File: src/rtl/sdr_cmd_fsm.sv
// Command-sequencing FSM for the SDR controller: single read/write accesses with
// auto-precharge and periodic auto-refresh, enabled once the init FSM reports ready.
module sdr_cmd_fsm #(
    parameter int         NUM_CLK_tRCD = 2,
    parameter int         NUM_CLK_CL   = 2,
    parameter int         BURST_LEN    = 1,
    parameter int         NUM_CLK_tRP  = 2,
    parameter int         NUM_CLK_tRFC = 7,
    parameter int         REF_PERIOD   = 780,
    parameter logic [3:0] I_READY      = 4'd9
) (
    input  logic       pclk,
    input  logic       presetn,
    input  logic [3:0] iState,
    input  logic       req,
    input  logic       wr,
    output logic [3:0] cState,
    output logic       rd_dat_en,
    output logic       wr_dat_en,
    output logic       ack,
    output logic       ref_pending
);

    typedef enum logic [3:0] {
        c_idle   = 4'd0,
        c_ACTIVE = 4'd1,
        c_tRCD   = 4'd2,
        c_READA  = 4'd3,
        c_cl     = 4'd4,
        c_rdata  = 4'd5,
        c_WRITEA = 4'd6,
        c_wdata  = 4'd7,
        c_AR     = 4'd8,
        c_tRFC   = 4'd9
    } cmd_state_t;

    // Number of cycles spent in each multi-cycle state.
    localparam int DWELL_RCD = NUM_CLK_tRCD - 1;
    localparam int DWELL_CL  = NUM_CLK_CL - 1;
    localparam int DWELL_RD  = BURST_LEN + NUM_CLK_tRP;
    localparam int DWELL_WR  = BURST_LEN - 1 + NUM_CLK_tRP;
    localparam int DWELL_RFC = NUM_CLK_tRFC - 1;

    localparam int MAX_A     = (DWELL_RCD > DWELL_CL) ? DWELL_RCD : DWELL_CL;
    localparam int MAX_B     = (DWELL_RD > DWELL_RFC) ? DWELL_RD : DWELL_RFC;
    localparam int MAX_DWELL = (MAX_A > MAX_B) ? MAX_A : MAX_B;
    localparam int WAIT_W    = (MAX_DWELL > 2) ? $clog2(MAX_DWELL) : 1;
    localparam int REF_W     = (REF_PERIOD > 2) ? $clog2(REF_PERIOD) : 1;

    // The wait counter is loaded with dwell-1 so that the state is left when it reads 0.
    localparam logic [WAIT_W-1:0] LD_RCD = WAIT_W'(DWELL_RCD - 1);
    localparam logic [WAIT_W-1:0] LD_CL  = WAIT_W'(DWELL_CL - 1);
    localparam logic [WAIT_W-1:0] LD_RD  = WAIT_W'(DWELL_RD - 1);
    localparam logic [WAIT_W-1:0] LD_WR  = WAIT_W'(DWELL_WR - 1);
    localparam logic [WAIT_W-1:0] LD_RFC = WAIT_W'(DWELL_RFC - 1);
    localparam logic [WAIT_W-1:0] TRP_W  = WAIT_W'(NUM_CLK_tRP);
    localparam logic [WAIT_W-1:0] ONE_W  = WAIT_W'(1);
    localparam logic [REF_W-1:0]  REF_LAST = REF_W'(REF_PERIOD - 1);

    cmd_state_t        state;
    logic [WAIT_W-1:0] wait_cnt;
    logic [REF_W-1:0]  ref_cnt;
    logic              is_write;

    assign cState = state;

    // Single FSM register block. Strobes and ack are computed for the state being
    // entered, so they line up with cState. A refresh tick landing on the same edge
    // that enters c_AR is absorbed by that refresh (later assignment wins).
    always_ff @(posedge pclk or negedge presetn) begin
        if (!presetn) begin
            state       <= c_idle;
            wait_cnt    <= '0;
            ref_cnt     <= '0;
            is_write    <= 1'b0;
            rd_dat_en   <= 1'b0;
            wr_dat_en   <= 1'b0;
            ack         <= 1'b0;
            ref_pending <= 1'b0;
        end else if (iState != I_READY) begin
            state       <= c_idle;
            wait_cnt    <= '0;
            ref_cnt     <= '0;
            is_write    <= 1'b0;
            rd_dat_en   <= 1'b0;
            wr_dat_en   <= 1'b0;
            ack         <= 1'b0;
            ref_pending <= 1'b0;
        end else begin
            if (ref_cnt == REF_LAST) begin
                ref_cnt     <= '0;
                ref_pending <= 1'b1;
            end else begin
                ref_cnt <= ref_cnt + 1'b1;
            end

            rd_dat_en <= 1'b0;
            wr_dat_en <= 1'b0;
            ack       <= 1'b0;

            case (state)
                c_idle: begin
                    wait_cnt <= '0;
                    if (ref_pending) begin
                        state       <= c_AR;
                        ref_pending <= 1'b0;
                    end else if (req) begin
                        state    <= c_ACTIVE;
                        is_write <= wr;
                    end
                end
                c_ACTIVE: begin
                    state    <= c_tRCD;
                    wait_cnt <= LD_RCD;
                end
                c_tRCD: begin
                    if (wait_cnt == '0) begin
                        if (is_write) begin
                            state     <= c_WRITEA;
                            wr_dat_en <= 1'b1;
                        end else begin
                            state <= c_READA;
                        end
                    end else begin
                        wait_cnt <= wait_cnt - ONE_W;
                    end
                end
                c_READA: begin
                    state    <= c_cl;
                    wait_cnt <= LD_CL;
                end
                c_cl: begin
                    if (wait_cnt == '0) begin
                        state     <= c_rdata;
                        wait_cnt  <= LD_RD;
                        rd_dat_en <= 1'b1;
                    end else begin
                        wait_cnt <= wait_cnt - ONE_W;
                    end
                end
                c_rdata: begin
                    if (wait_cnt == '0) begin
                        state <= c_idle;
                    end else begin
                        wait_cnt  <= wait_cnt - ONE_W;
                        rd_dat_en <= (wait_cnt > TRP_W);
                        ack       <= (wait_cnt == ONE_W);
                    end
                end
                c_WRITEA: begin
                    state     <= c_wdata;
                    wait_cnt  <= LD_WR;
                    wr_dat_en <= (LD_WR >= TRP_W);
                    ack       <= (LD_WR == '0);
                end
                c_wdata: begin
                    if (wait_cnt == '0) begin
                        state <= c_idle;
                    end else begin
                        wait_cnt  <= wait_cnt - ONE_W;
                        wr_dat_en <= (wait_cnt > TRP_W);
                        ack       <= (wait_cnt == ONE_W);
                    end
                end
                c_AR: begin
                    state    <= c_tRFC;
                    wait_cnt <= LD_RFC;
                end
                c_tRFC: begin
                    if (wait_cnt == '0) begin
                        state <= c_idle;
                    end else begin
                        wait_cnt <= wait_cnt - ONE_W;
                    end
                end
                default: begin
                    state    <= c_idle;
                    wait_cnt <= '0;
                end
            endcase
        end
    end

endmodule

File: config.mk
export PLATFORM = sky130hd
export DESIGN_NAME = sdr_cmd_fsm
export DESIGN_NICKNAME = d
export VERILOG_FILES = /design/src/rtl/sdr_cmd_fsm.sv
export SDC_FILE = /design/constraint.sdc
export NUM_CORES = 1
export LEC_CHECK = 0
export CAP_MARGIN = 25
export CORE_ASPECT_RATIO = 2
export CORE_MARGIN = 1.5
export CORE_UTILIZATION = 40
export CTS_CLUSTER_SIZE = 40
export DETAILED_ROUTE_END_ITERATION = 10
export GPL_ROUTABILITY_DRIVEN = 0
export MAX_ROUTING_LAYER = met4
export PLACE_DENSITY = 0.61
export SYNTH_ARGS = -nofsm -noshare
export SYNTH_HDL_FRONTEND = slang
export SYNTH_SLANG_ARGS = --single-unit
File: constraint.sdc
create_clock -name pclk -period 5.35 [get_ports pclk]
set_clock_uncertainty 0.2 [all_clocks]
set_input_delay 1.07 -clock pclk [delete_from_list [all_inputs] [get_ports pclk]]
set_output_delay 1.07 -clock pclk [all_outputs]
set_load 0.005 [all_outputs]
Word level (Yosys, flattened, before mapping)
Cells that the tools add are included.
{ "totals": {"reg_bits": 22, "in_bits": 8, "output_inout_bits": 8, "word_cells": 71} }
{ "classes": {"addsub": 2, "magnitude_cmp": 1, "eq_ne": 18, "muxes": 33, "reduce_logical": 9} }
{ "ops": {"columns": ["op", "count"], "rows": [
  ["case mux 4 bit (8 select lines)", 1],
  ["2-to-1 mux 4 bit", 6],
  ["2-to-1 mux 10 bit", 2],
  ["2-to-1 mux 1 bit", 17],
  ["equality test 4 x 3 -> 1 bit (second input constant)", 4],
  ["2-to-1 mux 3 bit", 4],
  ["case mux 3 bit (4 select lines)", 1],
  ["adder 10 x 1 -> 10 bit (second input constant)", 1],
  ["equality test 10 bit (second input constant)", 1],
  ["!= test 3 bit (second input constant)", 3],
  ["equality test 4 x 2 -> 1 bit (second input constant)", 2],
  ["equality test 4 bit (second input constant)", 2],
  ["!= test 4 bit (second input constant)", 2],
  ["equality test 4 x 1 -> 1 bit (second input constant)", 1],
  ["logical NOT 4 bit", 1],
  ["case mux 1 bit (2 select lines)", 2],
  ["AND reduction 4 bit", 1],
  ["nonzero test 2 bit", 2],
  ["OR reduction 4 bit", 1],
  ["equality test 3 x 1 -> 1 bit (second input constant)", 1],
  ["> comparator 3 x 2 -> 1 bit (second input constant)", 1],
  ["logical NOT 3 bit", 1],
  ["!= test 3 x 1 -> 1 bit (second input constant)", 1],
  ["AND reduction 3 bit", 1],
  ["4 further kinds", 4]
]} }

Depth between registers and ports, before layout
Gate-level depths: netlist of run 1.
{ "logic_depth": {"depth_word": 5, "ltp_mapped": 7, "depth_no_buf": 6} }

Worst setup path after synthesis of run 1
Ideal clock, no wire load.
{ "synth_path": {"kind": "input to register", "start": "in iState[2]", "end": "reg state[0], in the netlist cState[0]", "setup_time_ps": 120, "arrival_ps": 1785, "t_required_ps": 5030, "setup_slack_ps": 3245, "path_stages": 4, "n_path_buf": 1, "path_cell_list": "nand4bb_1 clkbuf_1 nor3_1 a31o_2"} }
{ "synth_via": {"elab_chain_cells": 3, "word_cells_on_any_way": 7, "classes_between": "5 x eq/ne; 1 x mux; 1 x reduce/logical"} }
{ "synth_lines": {"columns": ["item", "line_no", "text"], "rows": [
  ["start: declaration", "14", "input logic [3:0] iState,"],
  ["!= test 4 bit *", "80", "end else if (iState != I_READY) begin"],
  ["!= test 4 bit (no line), or another cell as far along", null, null],
  ["AND reduction 4 bit (no line)", null, null],
  ["end signal: assignment", "72", "state <= c_idle;"],
  ["end signal: assignment", "81", "state <= c_idle;"],
  ["end signal: assignment", "105", "state <= c_AR;"],
  ["end: declaration", "60", "cmd_state_t state;"]
]} }
Mark *: on every way between the ends. The rest lies on a longest branch, timed or not.
A chain may end at the register's enable or synchronous reset.

Final worst setup path of run 1
{ "layout_path": {"start": "reg state[0], in the netlist cState[0]", "end": "out cState[0]"} }
{ "layout_rtl": {"columns": ["item", "line_no", "text"], "rows": [
  ["end: declaration", "17", "output logic [3:0] cState,"]
]} }
No word-level cell between the ends.

==> impl_results.md, run 1 <==
* Met2 usage at 0.288
* Startpoint types: flop
* Clock power share at 0.394
* Pleak at 0.000620 uW
* Worst-margin pin slew at between 0.5 and 0.6 ns
* Post-synthesis cell count at roughly 140
* IO Count at 16
* RSZ-0062 raised after global routing: false
* Status: completed
* Global Route met1 Usage at 0.222
* Core ar. at 3160 um^2
* # clock sinks at 22
* Setup TNS at 0 ns
* Drt total wl at between 2000 and 3000 um
* DR iter-0 viols at 34
* Synth top area share at 0.421
* Cts repair resizes at 0
* Routed vias/inst at between 5 and 6
* Die area at 3640 um^2
* Final Cycle Share at 0.536
* RR Startpoint: wait_cnt[0]
* Internal power at about 240 uW
* Global-route wire length before repair at between 4000 and 5000 um
* Syn Std Cell Area at around 1300 um^2
* Achievable Freq at roughly 350 MHz
* Cell taking the most area after synthesis: dfrtp_1
* Layout net count at 170
* Clock Tree Buf Depth at 2
* Share of cells above drive strength 1 at 0.0705
* Worst Path Required at 4.08 ns
* Seq cells post-synth at 22
* Combinational group share of total power at 0.048
* First-pass detailed-route iteration total at 4
* # fillers at about 310
* Met3 GRT Util at 0.0216
* Max-cap violations at 0
* EDFF count, synth at 0
* N_diodes at 0
* Synth unique cells at 42
* HP Start: ref_cnt[0]
* # setup viols final at 0
* CTS Hold Buffers Added at 0
* Sw Ratio at 0.202
* Die Y at ~84 um
* Footprint of the multi-input gates at approximately 690 um^2
* Synth area leaders: dfrtp_1 42%, nor2_1 5.5%, ha_1 4.8%
* PortBufs at 15
* WS Path Type: reg -> out
* Ys Warns at 0
* CP max stage cell: dfrtp_1
* All-Layer GR Usage at 0.178
* Crit path max fanout at 19
* Hold WS at around 0.29 ns
* GR peak layer: met2
* P&R area growth vs syn at 16.6%
* Total CTS buffers at 3
* Tmin final at 2.87 ns
* Synth Area per Inst at slightly above 9 um^2
* Delay-heaviest family, CP: flip-flops
* FFs w/ async S/R, synth at 1.00
* Sw Pwr at 60.6 uW
* Initial core utilization at 0.414
* DP HPWL at approximately 2100 um
* Cell area power density at around 200 nW/um^2
* # DRC at 0
* Worst EP arrival at roughly 1.6 ns
* Crit end category: output port
* Die X at 43.4 um
* Most frequent cell after synthesis: dfrtp_1
* Hold Crit Class: reg -> reg
* Initial antenna violation count at 0
* Clk_lat worst skew at between 0.2 and 0.3 ns
* Final Hold Viols at 0
* Synth cell count leaders: 22 x dfrtp_1, 19 x nor2_1, 9 x a21oi_1
* Cells along the critical path: clkdlybuf4s50_1
* Root buffer cell: clkbuf_8
* Peak per-stage delay on the critical path at about 0.73 ns
* Vias at 1076
* CP startpoint: cState[0]
* Register cell area after layout at 551 um^2
* Top FF cell, synth: dfrtp_1
* Max-slew headroom at 0.601
* Pin count of the biggest net entering global routing at 23
* FP Rows at 29
* Post-synthesis sequential area ratio at 0.421
* Slew Viols, Final at 0
* Wire length per cell at 15.3 um
* Sequential Power Share at 0.558
* Post-CTS Setup Inserts at 0
* Number of global-route vias before repair at 1051
* Grt ovf at 0
* Post-route antenna net violation count at 0
* WP buf/inv at 1
* Clk slew on worst S/H paths at approximately 0.080 ns
* VDD IR max at roughly 0.10 mV
* CTS tree: yes
* Syn Nets at approximately 160
* H-tree levels at 1
-- state kept, by name (all words and copies together) (netlist names) --
name	cells
ack	1
cState	4
is_write	1
rd_dat_en	1
ref_cnt	10
ref_pending	1
wait_cnt	3
wr_dat_en	1
-- layout make-up --
cell class / instances / area share
Timing Repair Buffer: 16 / 0.108
Multi-Input combinational cell: 108 / 0.454
Tap cell: 31 / 0.0255
Clock buffer: 4 / 0.0361
Inverter: 6 / 0.0148
Sequential cell: 22 / 0.361
-- metal layers --
layer  vias to the layer above  share of wire
li1                        531              -
met1                       531           0.43
met2                        12           0.54
met3                         2          0.021
met4                         0          0.013
met5                         -              0
-- layout by cell type (no fill, tap or decap), types with 5 or more instances in the layout --
cell	netlist	final
dfrtp_1	22	22
nor2_1	19	19
clkdlybuf4s50_1	0	15
a21oi_1	9	9
nand2_1	8	8
inv_1	6	6
xor2_1	6	6
nor3_1	6	6
o21ai_0	5	5
ha_1	5	5
-- worst paths after layout --
path                                to  slack, ns  depth (start not counted)
min reg2reg                 ref_cnt[0]       0.29                          1
max                          cState[0]       2.48                          1
max in group asynchronous     is_write       3.57                          2
max reg2reg                wait_cnt[2]       3.23                          6
min                         ref_cnt[0]       0.29                          1
min in group asynchronous   ref_cnt[9]       0.93                          1
-- per-stage QoR --
stage               cells  worst slack (ns)  cell area, um^2  power, uW   util
CTS                   186              2.48             1510        300  0.478
detailed placement    182              2.32             1450        185  0.461
floorplan             144              3.25             1310        175      -
global placement      182              2.40             1450        184  0.461
global route          187              2.41             1520        312  0.483
finish                187              2.48             1520        300  0.483
-- power groups by stage --
stage / sequential (uW) / clock, uW / combinational, uW
floorplan: 170 / 0 / 4.94
global placement: 171 / 0 / 13.4
detailed placement: 171 / 0 / 13.6
global route: 168 / 128 / 16.2
CTS: 168 / 119 / 13.6
finish: 168 / 118 / 14.5
-- kinds of logic (layout without fill, tap and decap cells) --
family	Yosys count	count (layout)	share of synthesized area
xor gates and xnor gates	10	10	0.0670
adders and majority gates	5	5	0.0478
DFF	22	22	0.421
AOI/OAI and AO/OA	26	26	0.122
and+or+nand+nor	64	64	0.269
buffers and inverters	14	26	0.0498
muxes	3	3	0.0230
(Power assumes the default switching activity.)
==> run 2, diff against run 1 <==
Settings changed: PLACE_DENSITY 0.61 to 0.63.
Clock period 5.35 ns to 2.35 ns, I/O delays scaled along.
==> run 2 against run 1 <==
Combinational power is 130% higher. Total power is 130% higher. Sequential share of layout area is 0.18 points lower. Global-route usage is 1.3 points higher. Clock power is 130% higher. Cell count is 1.1% higher. Critical endpoint is now cState[3]. Largest cell class unchanged. Largest power group unchanged.
==> impl_results.md, run 2 (synthesis gave the netlist of run 1 again) <==
* Most common cell after layout, fill and taps aside: dfrtp_1
* Worst-margin pin slew at 0.466 ns (-0.133 ns)
* Achievable Freq at about 460 MHz
* # setup viols final at 0 (unchanged)
* Internal power at 546 uW (+130%)
* Most frequent cells in the layout: 22 x dfrtp_1, 19 x nor2_1, 15 x clkdlybuf4s50_1
* Vias at 1124 (+4.5%)
* Initial antenna violation count at 0 (unchanged)
* Global-route wire length before repair at 5140 um (+4.5%)
* Max reg flops at 10 (unchanged)
* DP Area at 1480 um^2 (+1.5%)
* Core ar. at 3160 um^2 (unchanged)
* Die X at 43.4 um (unchanged)
* RR Startpoint: wait_cnt[0]
* Total CTS buffers at 3 (unchanged)
* WS Path Type: reg -> out
* Max-slew headroom at 0.690 (+0.0890)
* WP buf/inv at 1 (unchanged)
* CP max stage cell: dfrtp_1
* Footprint of the multi-input gates at 692 um^2 (unchanged)
* IO Count at 16 (unchanged)
* Tmin final at 2.16 ns
* CTS Hold Buffers Added at 0 (unchanged)
* FP Rows at 29 (unchanged)
* Initial core utilization at 0.414 (unchanged)
* RSZ-0062 raised after global routing: false
* Largest Register: ref_cnt
* Die Y at 83.9 um (unchanged)
* Routed vias/inst at 5.95 (+3.4%)
* H-tree levels at 1 (unchanged)
* P&R area growth vs syn at 17.1%
* Post-route antenna net violation count at 0 (unchanged)
* Post-route cell area at 1530 um^2 (+0.49%)
* Drt total wl at 3070 um (+6.8%)
* DR iter-0 viols at 60 (+76%)
* Sequential Power Share at 0.554 (-0.004)
* Max-cap violations at 0 (unchanged)
* Delay-heaviest family, CP: flip-flops
* CP startpoint: cState[3]
* PortBufs at 15 (unchanged)
* Sw Ratio at 0.205 (+0.00345)
* Peak per-stage delay on the critical path at 0.64 ns (-0.09 ns)
* # clock sinks at 22 (unchanged)
* Share of cells above drive strength 1 at 0.0823 (+0.0118)
* Die area at 3640 um^2 (unchanged)
* Cts repair resizes at 0 (unchanged)
* Pleak at 0.000627 uW (+1.1%)
* Register cell area after layout at 551 um^2 (unchanged)
* All-Layer GR Usage at 0.191 (+0.0128)
* Worst EP arrival at 1.49 ns (-0.11 ns)
* HP Start: ref_cnt[0]
* Crit end category: output port
* Number of global-route vias before repair at 1129 (+7.4%)
* Setup TNS at 0 ns (unchanged)
* Post-CTS Setup Inserts at 0 (unchanged)
* Final Cycle Share at 0.920
* Clock Tree Buf Depth at 2 (unchanged)
* Slew Viols, Final at 0 (unchanged)
* Sw Pwr at 141 uW (+130%)
* Root buffer cell: clkbuf_8
* Final Hold Viols at 0 (unchanged)
* First-pass detailed-route iteration total at 4 (unchanged)
* DP HPWL at 2260 um (+8.4%)
* Pin count of the biggest net entering global routing at 23 (unchanged)
* # DRC at 0 (unchanged)
* Crit path max fanout at 16 (-3)
* Layout net count at 172 (+1.2%)
* Clk_lat worst skew at 0.26 ns (about the same)
* Status: completed
* VDD IR max at 0.276 mV (+170%)
* N_diodes at 0 (unchanged)
* Startpoint types: flop
* Cells along the critical path: clkdlybuf4s50_1
* Combinational group share of total power at 0.048 (about the same)
* Clock power share at 0.397 (+0.003)
* Wire length per cell at 16.2 um (+5.7%)
* CTS tree: yes
* # fillers at 317 (+0.96%)
* Cell area power density at 449 nW/um^2 (+130%)
* Hold Crit Class: reg -> reg
* Worst Path Required at 1.68 ns (-2.40 ns)
* Grt ovf at 0 (unchanged)
* Clk slew on worst S/H paths at 0.08 ns (about the same)
[run 2: changes by cell type in the layout (fill, tap and decap cells not counted)]
cell,change
buf_4,+3
buf_8,-1
[run 2: power by group through the flow]
stage | Clock (uW) | Sequential [uW] | Combinational (uW)
finish | 273 | 381 | 33.2
global route | 303 | 381 | 37.1
CTS | 281 | 381 | 34.3
detailed placement | 0 | 388 | 34.2
global placement | 0 | 388 | 34.2
floorplan | 0 | 387 | 11.3
[run 2: path summary, 6_finish.rpt]
check                              end  slack (ns)  cells past startpoint
setup / recovery             cState[3]        0.19                      1
hold / removal              ref_cnt[0]        0.30                      1
setup reg to reg           wait_cnt[2]        0.36                      6
hold reg to reg             ref_cnt[0]        0.30                      1
max in group asynchronous   ref_cnt[8]        1.38                      2
min in group asynchronous  wait_cnt[2]        0.35                      2
[run 2: layer usage]
metal	wire length (um)	global-route usage	part of all wire	vias to the layer above
li1	-	-	-	535
met1	1160	0.196	0.38	544
met2	1730	0.345	0.56	37
met3	113	0.0216	0.037	8
met4	68	0.0826	0.022	0
met5	0	-	0	-
[run 2: metrics by stage]
| stage | instances | worst slack [ns] | total power [uW] | hold WS, ns | utilization |
|---|---|---|---|---|---|
| 3_3_place_gp | 185 | 0.345 | 422 | 0.270 | 0.468 |
| 4_1_cts | 189 | 0.193 | 696 | 0.302 | 0.485 |
| 2_1_floorplan | 144 | 0.535 | 399 | -0.0256 | - |
| 5_1_grt | 189 | 0.0849 | 721 | 0.343 | 0.485 |
| 6_report | 189 | 0.187 | 687 | 0.299 | 0.485 |
| 3_5_place_dp | 185 | 0.353 | 422 | 0.291 | 0.468 |
[run 2: layout make-up]
class                           count  share of cell area
Sequential cell                    22               0.359
Tap cell                           31              0.0253
Timing Repair Buffer               18               0.113
Inverter                            6              0.0147
Clock buffer                        4              0.0359
Multi-Input combinational cell    108               0.452
==> run 3, diff against run 2 <==
Settings changed: CORE_MARGIN 1.5 to 3, PLACE_DENSITY 0.63 to 0.61.
Clock period 2.35 ns to 2 ns, I/O delays scaled along.
==> run 3 against run 2 <==
Global-route usage is 1.4 points lower. Cell area is 7.8% higher. Core utilization is 5.6 points higher. Total power is 31% higher. Critical path depth is 1 higher. Combinational power is 22% higher. Highest routed layer unchanged. Sequential power is 17% higher. Largest power group unchanged. Largest cell class unchanged. Worst hold slack worse by 0.017 ns. Sequential cell count stayed put.
==> impl_results.md, run 3 (synthesis gave the netlist of run 1 again) <==
* CTS Hold Buffers Added at 0 (unchanged)
* Max-slew headroom at 0.731 (+0.0416)
* Internal power at 734 uW (+34%)
* Crit end category: output port
* Global-route wire length before repair at 5210 um (+1.3%)
* Sw Pwr at 164 uW (+16%)
* RR Startpoint: wait_cnt[0]
* Wire length per cell at 15.3 um (-5.5%)
* H-tree levels at 1 (unchanged)
* Most common cell after layout, fill and taps aside: dfrtp_1
* Most frequent cells in the layout: 20 x dfrtp_1, 19 x nor2_1, 15 x clkdlybuf4s50_1, 15 x buf_4, 9 x a21oi_1
* FP Rows at 28 (-3.4%)
* P&R area growth vs syn at 26.2%
* IO Count at 16 (unchanged)
* CP max stage cell: clkdlybuf4s50_1
* Cells along the critical path: buf_6 > clkdlybuf4s50_1
* CTS tree: yes
* Sequential Power Share at 0.497 (-0.057)
* Die area at 4030 um^2 (+11%)
* Root buffer cell: clkbuf_8
* DP Area at 1570 um^2 (+6.5%)
* Crit path max fanout at 18 (+2)
* Total CTS buffers at 3 (unchanged)
* Die X at 46.4 um (+6.9%)
* Worst-margin pin slew at 0.399 ns (-0.0661 ns)
* Pin count of the biggest net entering global routing at 23 (unchanged)
* Routed vias/inst at 5.76 (-3.2%)
* Sw Ratio at 0.183 (-0.0225)
* Vias at 1157 (+2.9%)
* Max-cap violations at 0 (unchanged)
* Crit Reg-Reg Endpoint: wait_cnt[2]
* First-pass detailed-route iteration total at 4 (unchanged)
* Combinational group share of total power at 0.045 (-0.003)
* # fillers at 293 (-7.6%)
* Pleak at 0.000699 uW (+11%)
* Peak per-stage delay on the critical path at 0.52 ns (-0.12 ns)
* Worst Path Required at 1.40 ns (-0.28 ns)
* Util after Layout at 0.541 (+0.0563)
* Initial core utilization at 0.429 (+0.0148)
* Final Hold Viols at 0 (unchanged)
* # clock sinks at 22 (unchanged)
* Number of global-route vias before repair at 1123 (-0.53%)
* WS Path Type: reg -> out
* Hold Crit Class: in -> async
* DP HPWL at 2320 um (+2.6%)
* # DRC at 0 (unchanged)
* Post-route cell area at 1650 um^2 (+7.8%)
* R2R depth at 6 (unchanged)
* Achievable Freq at about 520 MHz
* Setup TNS at 0 ns (unchanged)
* VDD IR max at 0.291 mV (+5.4%)
* Slew Viols, Final at 0 (unchanged)
* Layout net count at 185 (+7.6%)
* Initial antenna violation count at 0 (unchanged)
* # setup viols final at 0 (unchanged)
* Worst EP arrival at 1.32 ns (-0.17 ns)
* Final Cycle Share at 0.961
* Largest Register: ref_cnt
* Clock Tree Buf Depth at 2 (unchanged)
* Share of cells above drive strength 1 at 0.164 (+0.0815)
* Startpoint types: flop
* Grt ovf at 0 (unchanged)
* Core ar. at 3050 um^2 (-3.4%)
* Drt total wl at 3080 um (+0.52%)
* Reg2Reg Setup Slack at 0.17 ns (-0.19 ns)
* DR iter-0 viols at 36 (-40%)
* Power Total at 898 uW (+31%)
* RSZ-0062 raised after global routing: false
* Cell area power density at 544 nW/um^2 (+21%)
* Clock power share at 0.457 (+0.060)
* Clk_lat worst skew at 0.26 ns (about the same)
* Max reg flops at 10 (unchanged)
* Die Y at 86.9 um (+3.6%)
* Status: completed
* Post-route antenna net violation count at 0 (unchanged)
* Tmin final at ~1.9 ns
* PortBufs at 15 (unchanged)
* Clk slew on worst S/H paths at 0.08 ns (about the same)
* N_diodes at 0 (unchanged)
* All-Layer GR Usage at 0.176 (-0.0142)
run 3: changes by cell type in the layout (fill, tap and decap cells not counted):
cell,change
buf_4,+12
dfrtp_1,-2
buf_6,+1
bufinv_16,+1
clkbuf_8,-1
dfrtp_2,+2
run 3: metal layers:
metal,part of all wire,up-vias,global-route usage
li1,-,561,-
met1,0.40,570,0.208
met2,0.55,24,0.299
met3,0.032,2,0.0207
met4,0.0091,0,0.0544
met5,0,-,-
run 3: area by class of cell:
type	instances	area, um^2	share of cell area
multi-input cells	108	692	0.419
flip-flops and latches	22	553	0.335
repair buffers	31	274	0.166
clock buffers	3	41.3	0.0250
well taps	30	37.5	0.0227
clock inverters	1	30.0	0.0182
inverters	6	22.5	0.0136
run 3: worst max-delay path by stage:
stage                      startpoint     endpoint  cells after the start
after detailed placement    iState[1]   ref_cnt[3]                      4
after floorplan             cState[1]     is_write                      5
after CTS                   cState[3]    cState[3]                      1
after global placement      iState[2]    cState[0]                      5
final                       cState[0]    cState[0]                      2
after global routing      wait_cnt[0]  wait_cnt[2]                      6
run 3: worst max-delay path, delay by kind of cell, from the launching register on:
| family | cells | cell delay, ns |
|---|---|---|
| buffers and inverters | 2 | 0.70 |
| flip-flops | 1 | 0.37 |
run 3: power groups by stage:
stage | registers [uW] | clock network (uW) | logic [uW]
final | 447 | 411 | 40.6
after global routing | 447 | 437 | 45.3
after detailed placement | 455 | 0 | 41.3
after floorplan | 455 | 0 | 13.2
after global placement | 455 | 0 | 40.3
after CTS | 447 | 421 | 41.6
run 3: what timing repair did:
action,4_1_cts,5_1_grt
gates resized for setup,0,3
setup buffers,0,0
endpoints found under the setup margin,0,3
run 3: stage by stage:
stage,std cells,hold slack (ns),setup WS [ns]
5_1_grt,201,0.301,0.00483
3_3_place_gp,197,0.275,0.139
3_5_place_dp,197,0.286,0.103
6_report,201,0.282,0.0779
2_1_floorplan,144,-0.0956,0.185
4_1_cts,201,0.297,0.0156
